<file path="config.mk">
export PLATFORM = sky130hd
export DESIGN_NAME = instruction_fetch
export DESIGN_NICKNAME = d
export VERILOG_FILES = /design/src/rtl/instruction_fetch.sv
export SDC_FILE = /design/constraint.sdc
export NUM_CORES = 1
export LEC_CHECK = 0
export ABC_CLOCK_PERIOD_IN_PS = 1870
export CORE_MARGIN = 5
export CORE_UTILIZATION = 35
export CTS_BUF_LIST = sky130_fd_sc_hd__clkbuf_4 sky130_fd_sc_hd__clkbuf_8
export DETAILED_ROUTE_END_ITERATION = 6
export PLACE_DENSITY = 0.66
export REMOVE_ABC_BUFFERS = 1
export SLEW_MARGIN = 20
export SYNTH_ARGS = -nofsm -noshare
export SYNTH_HDL_FRONTEND = slang
export SYNTH_SLANG_ARGS = --single-unit
export TNS_END_PERCENT = 10
</file>
<file path="constraint.sdc">
create_clock -name Clock -period 1.87 [get_ports Clock]
set_input_delay 0.374 -clock Clock [delete_from_list [all_inputs] [get_ports Clock]]
set_output_delay 0.374 -clock Clock [all_outputs]
set_load 0.01 [all_outputs]
</file>
<file path="src/rtl/instruction_fetch.sv">
// instruction_fetch: multicycle fetch stage with a single outstanding memory read, branch redirect and decode back-pressure
module instruction_fetch #(
    parameter int PC_WIDTH = 16,
    parameter int INSTR_WIDTH = 16,
    parameter logic [PC_WIDTH-1:0] RESET_PC = '0,
    parameter int PC_STEP = 2
) (
    input  logic                   Clock,
    input  logic                   Reset,
    input  logic                   Stall,
    input  logic                   BranchTaken,
    input  logic [PC_WIDTH-1:0]    BranchTarget,
    output logic                   IMemReq,
    output logic [PC_WIDTH-1:0]    IMemAddr,
    input  logic [INSTR_WIDTH-1:0] IMemData,
    input  logic                   IMemValid,
    output logic [INSTR_WIDTH-1:0] Instruction,
    output logic [2:0]             OPCODE,
    output logic                   InstrValid,
    output logic [PC_WIDTH-1:0]    PCPlus2
);
    localparam logic [PC_WIDTH-1:0] STEP = PC_WIDTH'(PC_STEP);

    typedef enum logic [1:0] {S_FETCH, S_WAIT, S_HOLD} state_t;

    state_t              state;
    logic [PC_WIDTH-1:0] pc;
    logic [PC_WIDTH-1:0] pc_inc;
    logic                discard;

    assign pc_inc   = pc + STEP;
    assign IMemReq  = !Reset && state == S_FETCH && !BranchTaken;
    assign IMemAddr = pc;
    assign OPCODE   = Instruction[INSTR_WIDTH-1 -: 3];

    // fetch FSM: request, wait for data (dropping squashed words), hold until decode accepts
    always_ff @(posedge Clock or posedge Reset) begin
        if (Reset) begin
            state       <= S_FETCH;
            pc          <= RESET_PC;
            Instruction <= '0;
            InstrValid  <= 1'b0;
            PCPlus2     <= '0;
            discard     <= 1'b0;
        end else begin
            case (state)
                S_FETCH: begin
                    if (BranchTaken) pc <= BranchTarget;
                    else state <= S_WAIT;
                end
                S_WAIT: begin
                    if (BranchTaken) pc <= BranchTarget;
                    if (IMemValid) begin
                        discard <= 1'b0;
                        if (!discard && !BranchTaken) begin
                            Instruction <= IMemData;
                            PCPlus2     <= pc_inc;
                            pc          <= pc_inc;
                            InstrValid  <= 1'b1;
                            state       <= S_HOLD;
                        end else begin
                            state <= S_FETCH;
                        end
                    end else if (BranchTaken) begin
                        discard <= 1'b1;
                    end
                end
                S_HOLD: begin
                    if (BranchTaken || !Stall) begin
                        InstrValid <= 1'b0;
                        state      <= S_FETCH;
                        if (BranchTaken) pc <= BranchTarget;
                    end
                end
                default: state <= S_FETCH;
            endcase
        end
    end
endmodule

</file>
==> results.json, run 1 <==
{
  "status": "complete, no violations",
  "p_per_area_nw_per_um2": 1309,
  "worst_slew_pin_slew_ns": 0.5077,
  "grt_use_total_pct": 15.23,
  "syn_inst": 249,
  "switching_share_pct": 33.99,
  "synth_cell_types": 36,
  "yosysMostFrequentCell": "nand2_1",
  "slowest_stage": "clkdlybuf4s50_1",
  "grt_pass1_vias": 2148,
  "cellInternalPower_uw": 3032,
  "async_flop_share_pct": 100.0,
  "cp-start-kind": "register",
  "clk_pin_slew_ns": 0.09,
  "synthTopCellsByArea": "dfrtp_1 55%, nand2_1 12%, xor2_1 2.6%",
  "wire_per_inst_um": 14.45,
  "avgSynthCellArea_um2": 9.512,
  "end_kind": "primary output",
  "via_per_inst": 4.845,
  "hpwlAfterDp_um": 4475,
  "ff2ff_setup_slack_ns": 0.22,
  "path_buf_inv": 1,
  "synth_seq_cells": 52,
  "synth_top_cell_area_share_pct": 54.94,
  "setup-violations-final": 0,
  "clock_latency_ns": 0.30,
  "synth_common_cells": "75 x nand2_1, 52 x dfrtp_1, 10 x a21oi_1",
  "start_util_pct": 35.45,
  "drt-total-wl_um": 6157,
  "max_stage_delay_ns": 0.60,
  "antennaDiodeCount": 0,
  "gp_congestion": 0.7750,
  "clockPowerShare_pct": 14.2,
  "worstPathRequired_ns": 1.50,
  "synthFlopType": "dfrtp_1",
  "synth_largest_area_cell": "dfrtp_1",
  "p_seq_share_pct": 40.8,
  "ios": 90,
  "timing.fmax_mhz": 565.7,
  "critical_path_class": "reg2out",
  "synthToLayoutAreaGrowth_pct": 48.12,
  "htreeDepth": 2,
  "grt_pass1_wl_um": 10440,
  "slew_violations": 0,
  "portBuffers": 89,
  "cts.sinks": 52,
  "power_leakage_uw": 0.001554,
  "synth_edf_count": 0,
  "seq_area_frac_synth_pct": 54.94,
  "critPathTopFamily": "buffers and inverters",
  "finalCritPeriodShare_pct": 94.53,
  "fin_skew_ns": 0.005604,
  "hold_viol_final": 0,
  "first_iter_violations": 58,
  "route.detailed.drc": 0,
  "die_h_um": 92.27,
  "p_total_uw": 4593,
  "regToRegStartpoint": "state[0]$_DFFE_PP0P_",
  "clockBufferDepth": 2,
  "antenna_found_initial": 0,
  "grt_overflow": 0,
  "finish.utilization_pct": 52.51,
  "drive_above_1_share_pct": 9.538,
  "cp_max_fo": 9,
  "synth_area_um2": 2369,
  "cap_viol_max_count": 0,
  "hold_path.class": "reg2reg",
  "grt_max_degree": 53,
  "postRouteAntennaNets": 0,
  "arrival_ns": 1.39,
  "die_w_um": 92.27,
  "nets": 383,
  "yosysWarnings": 0,
  "dr_total_vias": 2064,
  "crit_chain": "clkdlybuf4s50_1",
  "power_frac_comb_pct": 45.0,
  "cts_tree": "done",
  "crit_start": "IMemAddr[3]$_DFFE_PP0P_",
  "die_area_um2": 8513,
  "min_from": "Instruction[8]$_DFFE_PP0P_",
  "cts-root-buf": "clkbuf_8",
  "first_pass_iters": 4,
  "power.switching_uw": 1561,
  "irDropWorstVdd_mv": 0.5024,
  "rows": 30,
  "rsz0062_at_grt": "false",
  "core_um2": 6681,
  "fillers": 630,
  "cts_inserted_buffers": 5,
  "slew_headroom_pct": 66.15,
  "period_minus_slack_ns": 1.768
}
-- power groups by stage --
| stage | Sequential, uW | Combinational (uW) | Clock (uW) |
|---|---|---|---|
| 2_1_floorplan | 2080 | 609 | 0 |
| 3_3_place_gp | 1890 | 2060 | 0 |
| 3_5_place_dp | 1890 | 2100 | 0 |
| 4_1_cts | 1870 | 2100 | 688 |
| 5_1_grt | 1940 | 2260 | 741 |
| 6_report | 1870 | 2070 | 654 |
-- per-layer routing --
metal / GRT usage (%) / up-vias / share of wire [%]
met5: 0 / - / 0
met4: 4.579 / 0 / 1.4
met3: 4.594 / 9 / 6.5
met2: 24.21 / 68 / 46
met1: 19.98 / 953 / 46
li1: - / 1034 / -
-- final timing paths --
path                       cells after the start                          to
max                                            1                 IMemAddr[3]
min                                            2  Instruction[8]$_DFFE_PP0P_
max reg2reg                                    5     IMemAddr[7]$_DFFE_PP0P_
min reg2reg                                    2  Instruction[8]$_DFFE_PP0P_
max in group asynchronous                      4     IMemAddr[6]$_DFFE_PP0P_
min in group asynchronous                      4      PCPlus2[4]$_DFFE_PP0P_
-- flip-flops by register name, summed over array words and instances (netlist names) --
name,flops
InstrValid,1
state,2
PCPlus2,16
discard,1
Instruction,16
IMemAddr,16
-- timing repair --
item	in CTS	in global routing
setup endpoints to repair	1	2
pin swaps	0	0
hold buffers	0	0
setup buffers	0	0
gates resized for setup	1	2
cloned	0	0
-- area by class of cell --
| cell class | instances | area, um2 | area share (%) |
|---|---|---|---|
| inverter | 5 | 18.77 | 0.5350 |
| clock buffer | 6 | 82.58 | 2.354 |
| multi-input combinational | 173 | 935.9 | 26.68 |
| sequential | 52 | 1304 | 37.16 |
| tap | 80 | 100.1 | 2.853 |
| timing repair buffer | 108 | 1057 | 30.14 |
| clock inverter | 2 | 10.01 | 0.2853 |
-- logic make-up after synthesis --
| kind of cell | share of synthesized area [%] |
|---|---|
| AO/OA/AOI/OAI | 13.95 |
| XOR/XNOR | 4.437 |
| adder cells (fa/ha/maj) | 0.5282 |
| buffers and inverters | 5.653 |
| flip-flops | 54.94 |
| AND/OR/NAND/NOR | 20.50 |
-- stage by stage --
stage | cell area, um2 | std cells | TNS (ns) | hold slack (ns) | setup WS [ns]
final | 3508 | 426 | 0 | 0.4792 | 0.1024
after global routing | 3508 | 426 | 0 | 0.5079 | 0.03459
after CTS | 3506 | 426 | 0 | 0.4858 | 0.03277
after detailed placement | 3415 | 418 | -1.813 | 0.4622 | -0.1237
after global placement | 3415 | 418 | -1.197 | 0.4598 | -0.1093
after floorplan | 2253 | 230 | -0.2751 | 0.4632 | -0.1306
-- cell usage in the layout, fill, tap and decap left out, types with 2 or more instances in the layout --
cell	Yosys	routed
a21oi_1	10	10
a21o_1	3	3
nand2_1	75	74
a211oi_1	2	2
nor2_1	6	6
o21a_1	4	4
o21ai_1	8	8
o22ai_1	7	7
and2_1	3	3
nand3_1	8	8
buf_4	5	17
o21ai_0	6	6
dfrtp_1	52	50
buf_12	0	2
clkinv_2	0	2
xor2_1	7	7
a31oi_1	3	3
and4_1	6	6
clkbuf_8	0	6
inv_1	5	4
xnor2_1	5	5
nand4_1	5	5
clkdlybuf4s50_1	0	88
dfrtp_2	0	2
o221a_1	3	3
-- worst register-to-register path: cells and delay by family (launching register included) --
kind,cells,cell delay (ns)
simple gates,1,0.21
compound gates,3,0.77
flops,1,0.39
buf+inv,1,0.16
Note: power is estimated with default switching activity, not from simulation.
==> run 2: changes to the inputs <==
--- a/config.mk
+++ b/config.mk
@@ -6,7 +6,8 @@
 export NUM_CORES = 1
 export LEC_CHECK = 0
 export ABC_CLOCK_PERIOD_IN_PS = 1870
-export CORE_MARGIN = 5
+export CAP_MARGIN = 20
+export CORE_MARGIN = 3
 export CORE_UTILIZATION = 35
 export CTS_BUF_LIST = sky130_fd_sc_hd__clkbuf_4 sky130_fd_sc_hd__clkbuf_8
 export DETAILED_ROUTE_END_ITERATION = 6
==> run 2 against run 1 <==
Against the previous run:
- sequential cell count unchanged
- critical path depth unchanged
- combinational power about the same
- clock skew up 0.0021 ns
- non-clock buffer count unchanged
==> results.json, run 2 (synthesized netlist as in run 1, its figures left out) <==
{
  "clock_latency_ns": 0.30,
  "start_util_pct": 36.67,
  "final_common_cell": "clkdlybuf4s50_1",
  "die_w_um": 88.27,
  "slew_violations": 0,
  "final_cell_count_no_fill": 423,
  "synthToLayoutAreaGrowth_pct": 50.71,
  "finalCritPeriodShare_pct": 96.39,
  "cp_max_fo": 9,
  "gp_congestion": 0.7642,
  "wire_per_inst_um": 13.92,
  "hold_viol_final": 0,
  "dr_total_vias": 2046,
  "antennaDiodeCount": 0,
  "worstPathRequired_ns": 1.50,
  "grt_pass1_wl_um": 9680,
  "ff2ff_setup_slack_ns": 0.21,
  "arrival_ns": 1.43,
  "slowest_stage": "clkdlybuf4s50_1",
  "power_leakage_uw": 0.001580,
  "end_kind": "primary output",
  "rows": 29,
  "timing.rr.end": "IMemAddr[9]$_DFFE_PP0P_",
  "via_per_inst": 4.837,
  "rsz0062_at_grt": "false",
  "drt-total-wl_um": 5887,
  "drive_above_1_share_pct": 8.671,
  "finalSetupTns_ns": 0,
  "crit_chain": "clkdlybuf4s50_1",
  "max_stage_delay_ns": 0.61,
  "cp-start-kind": "register",
  "dp_cells": 415,
  "die_area_um2": 7791,
  "cts-root-buf": "clkbuf_8",
  "ff2ff_path_depth": 6,
  "nets": 383,
  "timing.fmax_mhz": 554.8,
  "portBuffers": 89,
  "regToRegStartpoint": "IMemAddr[1]$_DFFE_PP0P_",
  "irDropWorstVdd_mv": 0.6148,
  "cts_inserted_buffers": 5,
  "grt_pass1_vias": 2033,
  "worst_slew_pin_slew_ns": 0.4215,
  "fin_skew_ns": 0.007654,
  "min_from": "Instruction[7]$_DFFE_PP0P_",
  "crit_start": "IMemAddr[5]$_DFFE_PP0P_",
  "grt_use_total_pct": 15.67,
  "htreeDepth": 2,
  "die_h_um": 88.27,
  "critPathTopFamily": "buffers and inverters",
  "setup-violations-final": 0,
  "first_iter_violations": 97,
  "route.detailed.drc": 0,
  "ios": 90,
  "p_total_uw": 4854,
  "grt_max_degree": 53,
  "path_buf_inv": 1,
  "holdPathEnd": "Instruction[7]$_DFFE_PP0P_",
  "first_pass_iters": 4,
  "grt_overflow": 0,
  "final_cell_mix": "88 x clkdlybuf4s50_1, 75 x nand2_1, 52 x dfrtp_1",
  "cts.sinks": 52,
  "clk_pin_slew_ns": 0.10,
  "postCtsHoldBufs": 0,
  "postRouteAntennaNets": 0,
  "core_um2": 6459,
  "dpl-instance-area_um2": 3433,
  "antenna_found_initial": 0,
  "hpwlAfterDp_um": 4304,
  "hold_path.class": "reg2reg",
  "period_minus_slack_ns": 1.802,
  "hold_path_depth": 2,
  "finalInstanceArea_um2": 3570,
  "cts_tree": "done",
  "p_per_area_nw_per_um2": 1360,
  "critical_path_class": "reg2out",
  "clockBufferDepth": 2,
  "cap_viol_max_count": 0,
  "status": "complete, no violations",
  "slew_headroom_pct": 71.90
}
run 2: cell types whose count changed in the layout (fill, tap and decap cells not counted), sizes merged:
cell and delta:
bufinv +2, clkbuf -1, clkinv -2, inv +1
run 2: worst max-delay path by stage:
stage | endpoint | cells after the start
after global routing | IMemAddr[5] | 1
after floorplan | IMemAddr[6]$_DFFE_PP0P_ | 4
after detailed placement | IMemReq | 3
final | IMemAddr[5] | 1
after CTS | IMemAddr[5] | 1
after global placement | IMemReq | 3
run 2: report_power, final:
| group | switching, uW | internal [uW] | total [uW] |
|---|---|---|---|
| registers | 319 | 1560 | 1870 |
| clock network | 375 | 539 | 914 |
| logic | 873 | 1190 | 2070 |
run 2: final cells by class:
class                      count  area, um2
fill                         605       2889
sequential                    52       1301
timing repair buffer         108       1082
multi-input combinational    173      933.4
tap                           77      96.34
clock buffer                   5      68.82
clock inverter                 3      68.82
inverter                       5      18.77
run 2: stage by stage:
stage	hold slack (ns)	util [%]	setup slack [ns]
2_1_floorplan	0.4632	-	-0.1306
3_3_place_gp	0.4579	53.16	-0.1153
3_5_place_dp	0.4614	53.16	-0.1150
4_1_cts	0.4860	55.27	0.06015
5_1_grt	0.5014	55.27	0.008075
6_report	0.4805	55.27	0.06755
run 2: timing repair:
item / in CTS / in global routing
setup buffers: 0 / 0
resized for setup: 1 / 0
hold endpoints to repair: 0 / 0
setup endpoints to repair: 1 / 0
run 2: per-layer routing:
| metal | up-vias | wire length (um) | GRT usage, % |
|---|---|---|---|
| li1 | 1033 | - | - |
| met1 | 940 | 2673 | 20.37 |
| met2 | 68 | 2757 | 26.38 |
| met3 | 5 | 407 | 3.631 |
| met4 | 0 | 48 | 4.258 |
| met5 | - | 0 | 0 |
==> run 3: changes to the inputs <==
--- a/config.mk
+++ b/config.mk
@@ -12,7 +12,6 @@
 export CTS_BUF_LIST = sky130_fd_sc_hd__clkbuf_4 sky130_fd_sc_hd__clkbuf_8
 export DETAILED_ROUTE_END_ITERATION = 6
 export PLACE_DENSITY = 0.66
-export REMOVE_ABC_BUFFERS = 1
 export SLEW_MARGIN = 20
 export SYNTH_ARGS = -nofsm -noshare
 export SYNTH_HDL_FRONTEND = slang
==> run 3 against run 2 <==
Against the previous run:
- sequential cell count unchanged
- final area shrank 2.6%
- cell count down 0.71%
- routed wire length about the same
- largest power group unchanged
==> results.json, run 3 (synthesized netlist as in run 1, its figures left out) <==
{
  "status": "complete, no violations",
  "rsz0062_at_grt": "false",
  "path_buf_inv": 1,
  "timing.fmax_mhz": 555.6,
  "crit_start": "IMemAddr[6]$_DFFE_PP0P_",
  "hpwlAfterDp_um": 4401,
  "antennaDiodeCount": 0,
  "first_pass_iters": 4,
  "ios": 90,
  "cts_inserted_buffers": 5,
  "p_per_area_nw_per_um2": 1312,
  "clock_latency_ns": 0.31,
  "ff2ff_setup_slack_ns": 0.18,
  "dpl-instance-area_um2": 3386,
  "finalInstanceArea_um2": 3476,
  "irDropWorstVdd_mv": 0.5319,
  "critical_path_class": "reg2out",
  "critPathTopFamily": "buffers and inverters",
  "grt_use_total_pct": 15.90,
  "portBuffers": 89,
  "cts_setup_buffers": 0,
  "antenna_found_initial": 0,
  "arrival_ns": 1.43,
  "slew_violations": 0,
  "final_cell_count_no_fill": 420,
  "drive_above_1_share_pct": 8.163,
  "preCtsSetupSlack_ns": -0.1399,
  "die_area_um2": 7791,
  "wire_per_inst_um": 14.01,
  "fin_skew_ns": 0.01099,
  "slowest_stage": "clkdlybuf4s50_1",
  "grt_pass1_vias": 1913,
  "finalCritPeriodShare_pct": 96.25,
  "dr_total_vias": 2043,
  "regToRegStartpoint": "IMemAddr[2]$_DFFE_PP0P_",
  "postRouteAntennaNets": 0,
  "cts.sinks": 52,
  "nets": 380,
  "via_per_inst": 4.864,
  "gp_congestion": 0.8156,
  "min_from": "Instruction[4]$_DFFE_PP0P_",
  "grt_max_degree": 53,
  "synthToLayoutAreaGrowth_pct": 46.75,
  "die_h_um": 88.27,
  "fillers": 599,
  "fin_ws_ns": 0.07022,
  "grt_pass1_wl_um": 9597,
  "end_kind": "primary output",
  "finish.utilization_pct": 53.82,
  "max_stage_delay_ns": 0.61,
  "hold_path.class": "reg2reg",
  "cts-root-buf": "clkbuf_8",
  "worstPathRequired_ns": 1.50,
  "htreeDepth": 2,
  "rows": 29,
  "cap_viol_max_count": 0,
  "start_util_pct": 36.67,
  "slew_headroom_pct": 72.84,
  "setup-violations-final": 0,
  "dp_cells": 412,
  "clockBufferDepth": 2,
  "route.detailed.drc": 0,
  "grt_overflow": 0,
  "worst_slew_pin_slew_ns": 0.4074,
  "cts_tree": "done",
  "die_w_um": 88.27,
  "final_common_cell": "clkdlybuf4s50_1",
  "first_iter_violations": 68,
  "power_leakage_uw": 0.001533,
  "drt-total-wl_um": 5886,
  "period_minus_slack_ns": 1.800,
  "hold_viol_final": 0,
  "clk_pin_slew_ns": 0.10,
  "crit_chain": "clkdlybuf4s50_1",
  "core_um2": 6459,
  "synth_nets": 287,
  "cp-start-kind": "register",
  "cp_max_fo": 9,
  "final_cell_mix": "88 x clkdlybuf4s50_1, 75 x nand2_1, 51 x dfrtp_1"
}
## run 3: cell count changes in the layout (fill, tap and decap cells not counted)
cell / before / now
clkinv_2: 0 / 1
buf_12: 4 / 2
dfrtp_1: 52 / 51
buf_4: 15 / 14
dfrtp_2: 0 / 1
bufinv_16: 2 / 0
clkinvlp_4: 0 / 1
## run 3: layer usage
layer	part of all wire, %	vias to the layer above	global-route usage [%]
met3	5.9	5	3.538
li1	-	1033	-
met4	0.53	0	4.396
met2	47	59	24.47
met5	0	-	0
met1	47	946	22.70
## run 3: worst paths after layout
kind,endpoint,cells past startpoint
hold / removal,Instruction[4]$_DFFE_PP0P_,2
setup reg to reg,IMemAddr[15]$_DFFE_PP0P_,5
max in group asynchronous,PCPlus2[9]$_DFFE_PP0P_,4
min in group asynchronous,IMemAddr[0]$_DFFE_PP0P_,4
setup / recovery,IMemAddr[6],1
hold reg to reg,Instruction[4]$_DFFE_PP0P_,2
## run 3: repair_timing
item	CTS	global route
resized for setup	1	1
setup endpoints to repair	1	1
hold buffers	0	0
## run 3: where the power goes
group / switching [uW] / total (uW) / internal [uW]
sequential: 311 / 1870 / 1560
combinational: 877 / 2040 / 1170
clock: 382 / 648 / 266
total: 1570 / 4560 / 2990
## run 3: final cells by class
cell class | count | area [um2] | share of cell area [%]
clock buffer | 5 | 68.82 | 1.980
clock inverter | 3 | 21.27 | 0.6120
inverter | 5 | 18.77 | 0.5400
multi-input combinational | 173 | 933.4 | 26.85
sequential | 52 | 1303 | 37.47
tap | 77 | 96.34 | 2.772
timing repair buffer | 105 | 1035 | 29.77
## run 3: metrics by stage
| step | hold slack, ns | power [uW] | setup TNS, ns |
|---|---|---|---|
| 3_5_place_dp | 0.4630 | 3973 | -1.424 |
| 5_1_grt | 0.5093 | 4923 | 0 |
| 4_1_cts | 0.4883 | 4631 | 0 |
| 2_1_floorplan | 0.4591 | 2792 | 0 |
| 6_report | 0.4810 | 4559 | 0 |
| 3_3_place_gp | 0.4567 | 3926 | -0.3426 |
